===== src/rtl/video_capture.sv =====
// Captures 8-bit RGB332 pixels from a slow pixel-clock video stream into a byte-wide memory port
// once the input timing has been stable for P_lock_frames frames; writes appear one I_clock after the pixel tick.
module video_capture #(
  parameter logic [15:0] P_capture_base = 16'h0000,
  parameter logic [15:0] P_active_h     = 16'd256,
  parameter logic [15:0] P_active_v     = 16'd240,
  parameter logic [3:0]  P_lock_frames  = 4'd2
) (
  input  logic        I_clock,
  input  logic        I_reset,
  input  logic        I_vid_clock,
  input  logic        I_vid_blank,
  input  logic        I_vid_hsync,
  input  logic        I_vid_vsync,
  input  logic [7:0]  I_vid_red,
  input  logic [7:0]  I_vid_green,
  input  logic [7:0]  I_vid_blue,
  output logic        O_mem_clock,
  output logic [15:0] O_mem_addr,
  output logic [7:0]  O_mem_data,
  output logic        O_mem_write,
  output logic        O_locked,
  output logic        O_error,
  output logic [15:0] O_line_ticks,
  output logic [15:0] O_frame_lines
);

  typedef enum logic [1:0] {SEARCH, MEASURE, LOCKED} state_t;

  state_t      state, state_nxt;
  logic [3:0]  good_cnt, good_cnt_nxt;
  logic        vclk_q, hs_q, vs_q;
  logic [15:0] h_ticks, x, y, line_cnt, ref_len;
  logic        ref_vld, ref_pend, x_sat;
  logic        tick, hs_start, vs_start;
  logic [15:0] x_cur, y_line, y_cur, lc_line;
  logic        line_viol, frame_viol, viol, wr_en;
  logic        unused_bits;

  function automatic logic [15:0] sat_inc(input logic [15:0] v);
    return (v == 16'hFFFF) ? v : v + 16'd1;
  endfunction

  assign O_mem_clock = I_clock;
  assign O_locked    = (state == LOCKED);
  assign unused_bits = ^{I_vid_red[4:0], I_vid_green[5:0], I_vid_blue[4:0]};

  assign tick     = I_vid_clock & ~vclk_q;
  assign hs_start = tick & hs_q & ~I_vid_hsync;
  assign vs_start = tick & vs_q & ~I_vid_vsync;

  // Line processing happens first, so a coincident vsync sees the y/line count of the closing line.
  assign x_cur   = hs_start ? 16'd0 : x;
  assign y_line  = (hs_start && x != 16'd0) ? sat_inc(y) : y;
  assign y_cur   = vs_start ? 16'd0 : y_line;
  assign lc_line = hs_start ? sat_inc(line_cnt) : line_cnt;

  assign line_viol  = hs_start &&
                      ((x != 16'd0 && x != P_active_h) || x_sat ||
                       (ref_vld && h_ticks != ref_len));
  assign frame_viol = vs_start && (y_line != P_active_v);
  assign viol       = (state != SEARCH) && (line_viol || frame_viol);

  assign wr_en = tick && I_vid_blank && (x_cur < P_active_h) && (y_cur < P_active_v) &&
                 (state == LOCKED) && !viol;

  always_comb begin
    state_nxt    = state;
    good_cnt_nxt = good_cnt;
    if (viol) begin
      state_nxt    = SEARCH;
      good_cnt_nxt = 4'd0;
    end else if (vs_start) begin
      case (state)
        SEARCH:  state_nxt = MEASURE;
        MEASURE: begin
          good_cnt_nxt = (good_cnt == 4'hF) ? good_cnt : good_cnt + 4'd1;
          if (good_cnt_nxt >= P_lock_frames)
            state_nxt = LOCKED;
        end
        LOCKED:  state_nxt = LOCKED;
        default: state_nxt = SEARCH;
      endcase
    end
  end

  always_ff @(posedge I_clock or negedge I_reset) begin
    if (!I_reset) begin
      state    <= SEARCH;
      good_cnt <= 4'd0;
    end else begin
      state    <= state_nxt;
      good_cnt <= good_cnt_nxt;
    end
  end

  always_ff @(posedge I_clock or negedge I_reset) begin
    if (!I_reset) begin
      vclk_q        <= 1'b1;
      hs_q          <= 1'b1;
      vs_q          <= 1'b1;
      h_ticks       <= 16'd0;
      x             <= 16'd0;
      y             <= 16'd0;
      line_cnt      <= 16'd0;
      ref_len       <= 16'd0;
      ref_vld       <= 1'b0;
      ref_pend      <= 1'b0;
      x_sat         <= 1'b0;
      O_mem_write   <= 1'b0;
      O_mem_addr    <= 16'd0;
      O_mem_data    <= 8'd0;
      O_error       <= 1'b0;
      O_line_ticks  <= 16'd0;
      O_frame_lines <= 16'd0;
    end else begin
      vclk_q      <= I_vid_clock;
      O_mem_write <= wr_en;
      O_error     <= viol;
      if (wr_en) begin
        O_mem_addr <= P_capture_base + {y_cur[7:0], x_cur[7:0]};
        O_mem_data <= {I_vid_red[7:5], I_vid_green[7:6], I_vid_blue[7:5]};
      end
      if (tick) begin
        hs_q    <= I_vid_hsync;
        vs_q    <= I_vid_vsync;
        h_ticks <= hs_start ? 16'd1 : sat_inc(h_ticks);
        if (hs_start)
          O_line_ticks <= h_ticks;
        x     <= I_vid_blank ? sat_inc(x_cur) : x_cur;
        x_sat <= (hs_start ? 1'b0 : x_sat) | (I_vid_blank && x_cur == 16'hFFFF);
        y     <= y_cur;
        if (vs_start) begin
          O_frame_lines <= lc_line;
          line_cnt      <= 16'd0;
        end else begin
          line_cnt <= lc_line;
        end
        // Reference length comes from the first full line after entering MEASURE.
        if (viol) begin
          ref_vld  <= 1'b0;
          ref_pend <= 1'b0;
        end else begin
          if (hs_start && ref_pend) begin
            ref_len  <= h_ticks;
            ref_vld  <= 1'b1;
            ref_pend <= 1'b0;
          end
          if (vs_start && state == SEARCH)
            ref_pend <= 1'b1;
        end
      end
    end
  end

endmodule

===== config.mk =====
export PLATFORM = sky130hd
export DESIGN_NAME = video_capture
export DESIGN_NICKNAME = d
export VERILOG_FILES = /design/src/rtl/video_capture.sv
export SDC_FILE = /design/constraint.sdc
export NUM_CORES = 1
export LEC_CHECK = 0
export CAP_MARGIN = 20
export CORE_MARGIN = 3
export CORE_UTILIZATION = 34
export CTS_CLUSTER_DIAMETER = 30
export DETAILED_ROUTE_END_ITERATION = 10
export PLACE_DENSITY_LB_ADDON = 0.25
export SLEW_MARGIN = 40
export SYNTH_ARGS = -nofsm -noshare
export SYNTH_HDL_FRONTEND = slang
export SYNTH_SLANG_ARGS = --single-unit

===== constraint.sdc =====
create_clock -name I_clock -period 5.14 [get_ports I_clock]
set_input_delay 1.028 -clock I_clock [delete_from_list [all_inputs] [get_ports I_clock]]
set_output_delay 1.028 -clock I_clock [all_outputs]
set_load 0.02 [all_outputs]

==> results of run 1 <==
## Yosys cell counts, types with 6 or more instances
master and instances:
mux2_1 15, nor4_1 7, and2_1 6, mux2i_1 10, xnor2_1 18, nand3_1 30
nand4_1 17, xor2_1 49, or4_1 6, or3_1 9, and3_1 8, inv_1 14
clkbuf_1 27, nand2_1 108, mux2_2 25, nor3_1 13, o21ai_0 30, dfrtp_1 147
ha_1 10, a21oi_1 17, nor2_1 82
## cells in the final DEF (no fill, tap or decap), types with 13 or more instances in the layout
cell type	count
clkdlybuf4s50_1	72
nand4_1	17
clkbuf_16	20
a21oi_1	17
dfrtp_1	147
nand2_1	108
o21ai_0	30
xnor2_1	18
nand3_1	30
mux2_1	15
nor2_1	82
xor2_1	49
mux2_2	25
buf_4	13
inv_1	14
nor3_1	13
## tightest hold or removal path, cell delays in order, from the launching register on
cell and delay, ns:
dfrtp_1 0.34, nand2_1 0.05, nand2_1 0.05
## final timing paths
check | cells past startpoint | slack, ns | to
min in group asynchronous | 1 | 0.49 | O_line_ticks[15]$_DFFE_PN0P_
worst min-delay path | 2 | 0.47 | O_line_ticks[1]$_DFFE_PN0P_
max in group asynchronous | 2 | 3.66 | ref_pend$_DFFE_PN0P_
worst max register to register | 9 | 1.27 | O_mem_addr[9]$_DFFE_PN0P_
worst max-delay path | 3 | 0.77 | O_mem_clock
worst min register to register | 2 | 0.47 | O_line_ticks[1]$_DFFE_PN0P_
## cell type report
class	instances	area share, %
clock inverters	14	1.527
multi-input cells	509	36.50
flip-flops and latches	150	42.45
repair buffers	85	9.302
well taps	270	3.817
inverters	14	0.5937
clock buffers	22	5.810
## where the power goes
group          switching, mW  internal [mW]
Sequential             0.152           1.37
Clock                  0.583          0.754
Combinational          0.418          0.376
## kinds of logic after synthesis
kind of cell / synth area share, %
fa+ha+maj: 1.743
compound gates: 6.747
simple gates: 20.40
xor+xnor: 8.176
flops: 52.35
buf+inv: 2.911
mux: 7.671
## stage by stage
step | setup WS [ns] | utilization (%)
5_1_grt | 0.7589 | 43.19
3_5_place_dp | 0.8504 | 40.07
4_1_cts | 0.7588 | 43.19
3_3_place_gp | 0.8685 | 40.02
6_report | 0.7685 | 43.19
2_1_floorplan | 1.408 | -
## state kept, by name, indices dropped and copies added (netlist names), 2 cells and up
signal,count
O_frame_lines,16
O_line_ticks,16
O_mem_addr,16
O_mem_data,8
good_cnt,4
h_ticks,16
line_cnt,16
ref_len,16
state,2
x,16
y,16
## metal layers
layer	routed length [um]	vias up	global-route usage, %
met1	7598	2531	20.40
li1	-	2580	-
met4	221	0	5.757
met5	0	-	0
met3	599	14	4.010
met2	6863	82	21.69
==> flow_summary.json, run 1 <==
{
  "io_pins": 90,
  "hold_slack_ns": 0.4738,
  "r2r-start": "x[1]$_DFFE_PN0N_",
  "power_mw": 3.651,
  "slew_viol_final": 0,
  "synth_top_area_share_pct": 51.26,
  "critPathLaunch": "I_clock",
  "seqCellArea_sq_um": 3757,
  "path_clk_slew_ns": 0.06,
  "ys_seq_area_share_pct": 52.35,
  "finalSetupTns_ns": 0,
  "ctsHoldBuffers": 0,
  "async_flop_share_pct": 100.0,
  "diodes": 0,
  "die_width_um": 151.3,
  "synth_seq_cells": 150,
  "critPathRequiredTime_ns": 4.11,
  "clk_latency_ns": 0.54,
  "synth_area_sq_um": 7177,
  "maxSlewHeadroom_pct": 52.11,
  "placed_cell_area_sq_um": 8212,
  "fin_cells": 1064,
  "cp_slowest_cell": "clkdlybuf4s50_1",
  "critPathLaunchType": "clock port",
  "p_per_area_nw_per_um2": 412.5,
  "netlist_top_cells_area": "dfrtp_1 51%, xor2_1 6.0%, nand2_1 5.6%, nor2_1 4.3%, mux2_2 3.9%",
  "area.growth.synth_to_final_pct": 23.33,
  "num_vias": 5207,
  "worstPathArrival_ns": 3.34,
  "tritoncts": "done",
  "cp_slowest_stage_delay_ns": 0.53,
  "ys_types": 56,
  "drtAntennaViolNets": 0,
  "peakVddDrop_uv": 213.3,
  "cp_common_cell": "clkbuf_16",
  "die_y_um": 151.3,
  "worst_setup_path_end_kind": "output port",
  "drc": 0,
  "hpwlAfterDp_mm": 10.23,
  "drt-initial-drc-count": 271,
  "coreArea_sq_um": 20490,
  "rsz0062_at_grt": "false",
  "worstHoldPathType": "flop to flop",
  "cts_resized": 0,
  "synth_fp_nets": 748,
  "final_nets": 821,
  "tightestPinTransition_ns": 0.7184,
  "avgViaCountPerCell": 4.894,
  "num-fill-cells": 1994,
  "postCtsSetupBuffers": 0,
  "multiInputGateArea_sq_um": 3231,
  "leakage_nw": 4.044,
  "path_max_fanout": 2,
  "gr-total-overflow": 0,
  "cp_top_family": "buffers and inverters",
  "grtUsageTotal_pct": 14.67,
  "hold_violations": 0,
  "grt_pass1_wl_mm": 26.43,
  "maxCapViolCount": 0,
  "syn-mean-instance-area_sq_um": 10.14,
  "design_area_sq_um": 8851,
  "synthFlopType": "dfrtp_1",
  "skew_ns": 0.01143,
  "wl_per_cell_um": 14.36,
  "ys_warn_count": 0,
  "setup_viol": 0,
  "start_util_pct": 35.02,
  "port_buffers": 73,
  "synth-edff-count": 0,
  "die-area_sq_um": 22890,
  "place_inst": 1029,
  "drive_gt1_share_pct": 11.08,
  "crit_type": "clock port to output port",
  "first_pass_iters": 4,
  "row_count": 52,
  "routed_wirelength_mm": 15.28,
  "path_buf_inv": 3,
  "syn_inst": 708,
  "synth_area_leader_cell": "dfrtp_1",
  "antenna_found_initial": 0,
  "hold_path.startpoint": "O_line_ticks[1]$_DFFE_PN0P_",
  "crit_chain": "clkbuf_16, clkbuf_16, clkdlybuf4s50_1",
  "grt_max_degree": 92,
  "status": "completed",
  "grt_pass1_vias": 5181,
  "gp_congestion": 0.8343
}
Power figures use the tool's default switching activity.
==> run 2: changes to the inputs <==
- CTS_CLUSTER_DIAMETER: 30 -> 80
- clock period: 5.14 -> 4.5 ns (I/O delays scaled with it)
==> run 2 against run 1 <==
Register-to-register slack worse by 0.62 ns; sequential share of layout area is 0.16 points lower; power is 15% higher; combinational power is 14% higher; final cell count stayed put; sequential cell count stayed put; count of clock-buffer cells in the layout is 1 lower; critical endpoint unchanged; largest cell class unchanged; highest routed layer unchanged.
==> flow_summary.json, run 2 (same netlist as run 1, synthesis figures left out) <==
{
  "diodes": 0,
  "fin_cells": 1064,
  "setup_ws_ns": 0.5795,
  "pre_cts_slack_ns": 0.3517,
  "maxSlewHeadroom_pct": 53.75,
  "port_buffers": 73,
  "avgViaCountPerCell": 4.876,
  "row_count": 52,
  "die_width_um": 151.3,
  "rsz0062_at_grt": "false",
  "hpwlAfterDp_mm": 10.23,
  "p_int_mw": 2.904,
  "first_pass_iters": 5,
  "power_mw": 4.212,
  "drive_gt1_share_pct": 11.21,
  "swShare_pct": 31.05,
  "worst_setup_path_end_kind": "output port",
  "grtUsageTotal_pct": 14.33,
  "antenna_found_initial": 0,
  "gp_congestion": 0.8609,
  "coreArea_sq_um": 20490,
  "gr-total-overflow": 0,
  "grt_pass1_wl_mm": 25.78,
  "grt_pass1_vias": 5052,
  "path_max_fanout": 2,
  "postCtsSetupBuffers": 0,
  "place_inst": 1029,
  "grt.met1_usage_pct": 20.53,
  "use_met2_pct": 20.60,
  "critPathRequiredTime_ns": 3.60,
  "comb_power_share_pct": 21.6,
  "die-area_sq_um": 22890,
  "finalSetupTns_ns": 0,
  "pwr-share-seq_pct": 41.2,
  "grt.busiest_layer": "met2",
  "die_y_um": 151.3,
  "leakage_nw": 4.054,
  "layout_common_cells": "147 x dfrtp_1, 108 x nand2_1, 82 x nor2_1",
  "routed_wirelength_mm": 15.15,
  "area.growth.synth_to_final_pct": 23.78,
  "clk_latency_ns": 0.54,
  "mostFrequentLayoutCell": "dfrtp_1",
  "skew_ns": 0.01316,
  "grt_max_degree": 88,
  "io_pins": 90,
  "hold_slack_ns": 0.3606,
  "drc": 0,
  "drt-initial-drc-count": 331,
  "p_per_area_nw_per_um2": 474.1,
  "path_clk_slew_ns": 0.06,
  "ctsHoldBuffers": 0,
  "pwr-share-clk_pct": 37.2,
  "slew_viol_final": 0,
  "critPathLaunchType": "clock port",
  "worstHoldPathType": "input port to async pin",
  "crit_type": "clock port to output port",
  "p_sw_mw": 1.308,
  "hold_violations": 0,
  "start_util_pct": 35.02,
  "setup_viol": 0,
  "tritoncts": "done",
  "worstPathArrival_ns": 3.02,
  "tightestPinTransition_ns": 0.6937,
  "drtAntennaViolNets": 0,
  "cts_resized": 0,
  "status": "completed",
  "wl_per_cell_um": 14.24,
  "maxCapViolCount": 0,
  "peakVddDrop_uv": 307.3,
  "gr-usage-met3_pct": 3.680,
  "num_vias": 5188,
  "num-fill-cells": 1981,
  "final_nets": 821
}
==> run 2: worst max-delay path: stages <==
cell             delay [ns]
clkbuf_16              0.12
clkbuf_16              0.13
clkdlybuf4s50_1        0.52
==> run 2: final timing paths <==
kind | slack, ns | cells after the start | startpoint | endpoint
setup / recovery | 0.58 | 3 | I_clock | O_mem_clock
hold / removal | 0.36 | 1 | I_reset | O_line_ticks[6]$_DFFE_PN0P_
setup reg to reg | 0.65 | 9 | x[7]$_DFFE_PN0N_ | O_mem_addr[9]$_DFFE_PN0P_
hold reg to reg | 0.48 | 2 | O_frame_lines[15]$_DFFE_PN0P_ | O_frame_lines[15]$_DFFE_PN0P_
max in group asynchronous | 3.27 | 2 | I_reset | hs_q$_DFFE_PN1N_
min in group I_clock | 0.48 | 2 | O_frame_lines[15]$_DFFE_PN0P_ | O_frame_lines[15]$_DFFE_PN0P_
==> run 2: cell type report <==
type | count | area [sq um] | share of cell area (%)
well taps | 270 | 337.8 | 3.803
multi-input cells | 509 | 3231 | 36.37
clock inverters | 15 | 158.9 | 1.789
repair buffers | 85 | 835.8 | 9.408
clock buffers | 21 | 510.5 | 5.746
inverters | 14 | 52.55 | 0.5915
flip-flops and latches | 150 | 3757 | 42.30
==> run 2: metal layers <==
metal  wire length, um  up-vias
met5                 0        -
met4               275        0
met3               626       18
met2              6689       93
met1              7559     2486
li1                  -     2591
==> run 2: power by group through the flow <==
| stage | Clock (mW) | Combinational [mW] | Sequential [mW] |
|---|---|---|---|
| 5_1_grt | 1.68 | 1.01 | 1.77 |
| 2_1_floorplan | 0.0260 | 0.427 | 1.85 |
| 4_1_cts | 1.61 | 0.923 | 1.74 |
| 3_5_place_dp | 0.0298 | 0.918 | 1.76 |
| 3_3_place_gp | 0.0298 | 0.913 | 1.76 |
| 6_report | 1.57 | 0.908 | 1.74 |
==> run 2: metrics by stage <==
step | util, % | instance area (sq um)
after detailed placement | 40.13 | 8224
final | 43.35 | 8884
after floorplan | - | 7177
after global routing | 43.35 | 8884
after CTS | 43.35 | 8884
after global placement | 40.09 | 8215
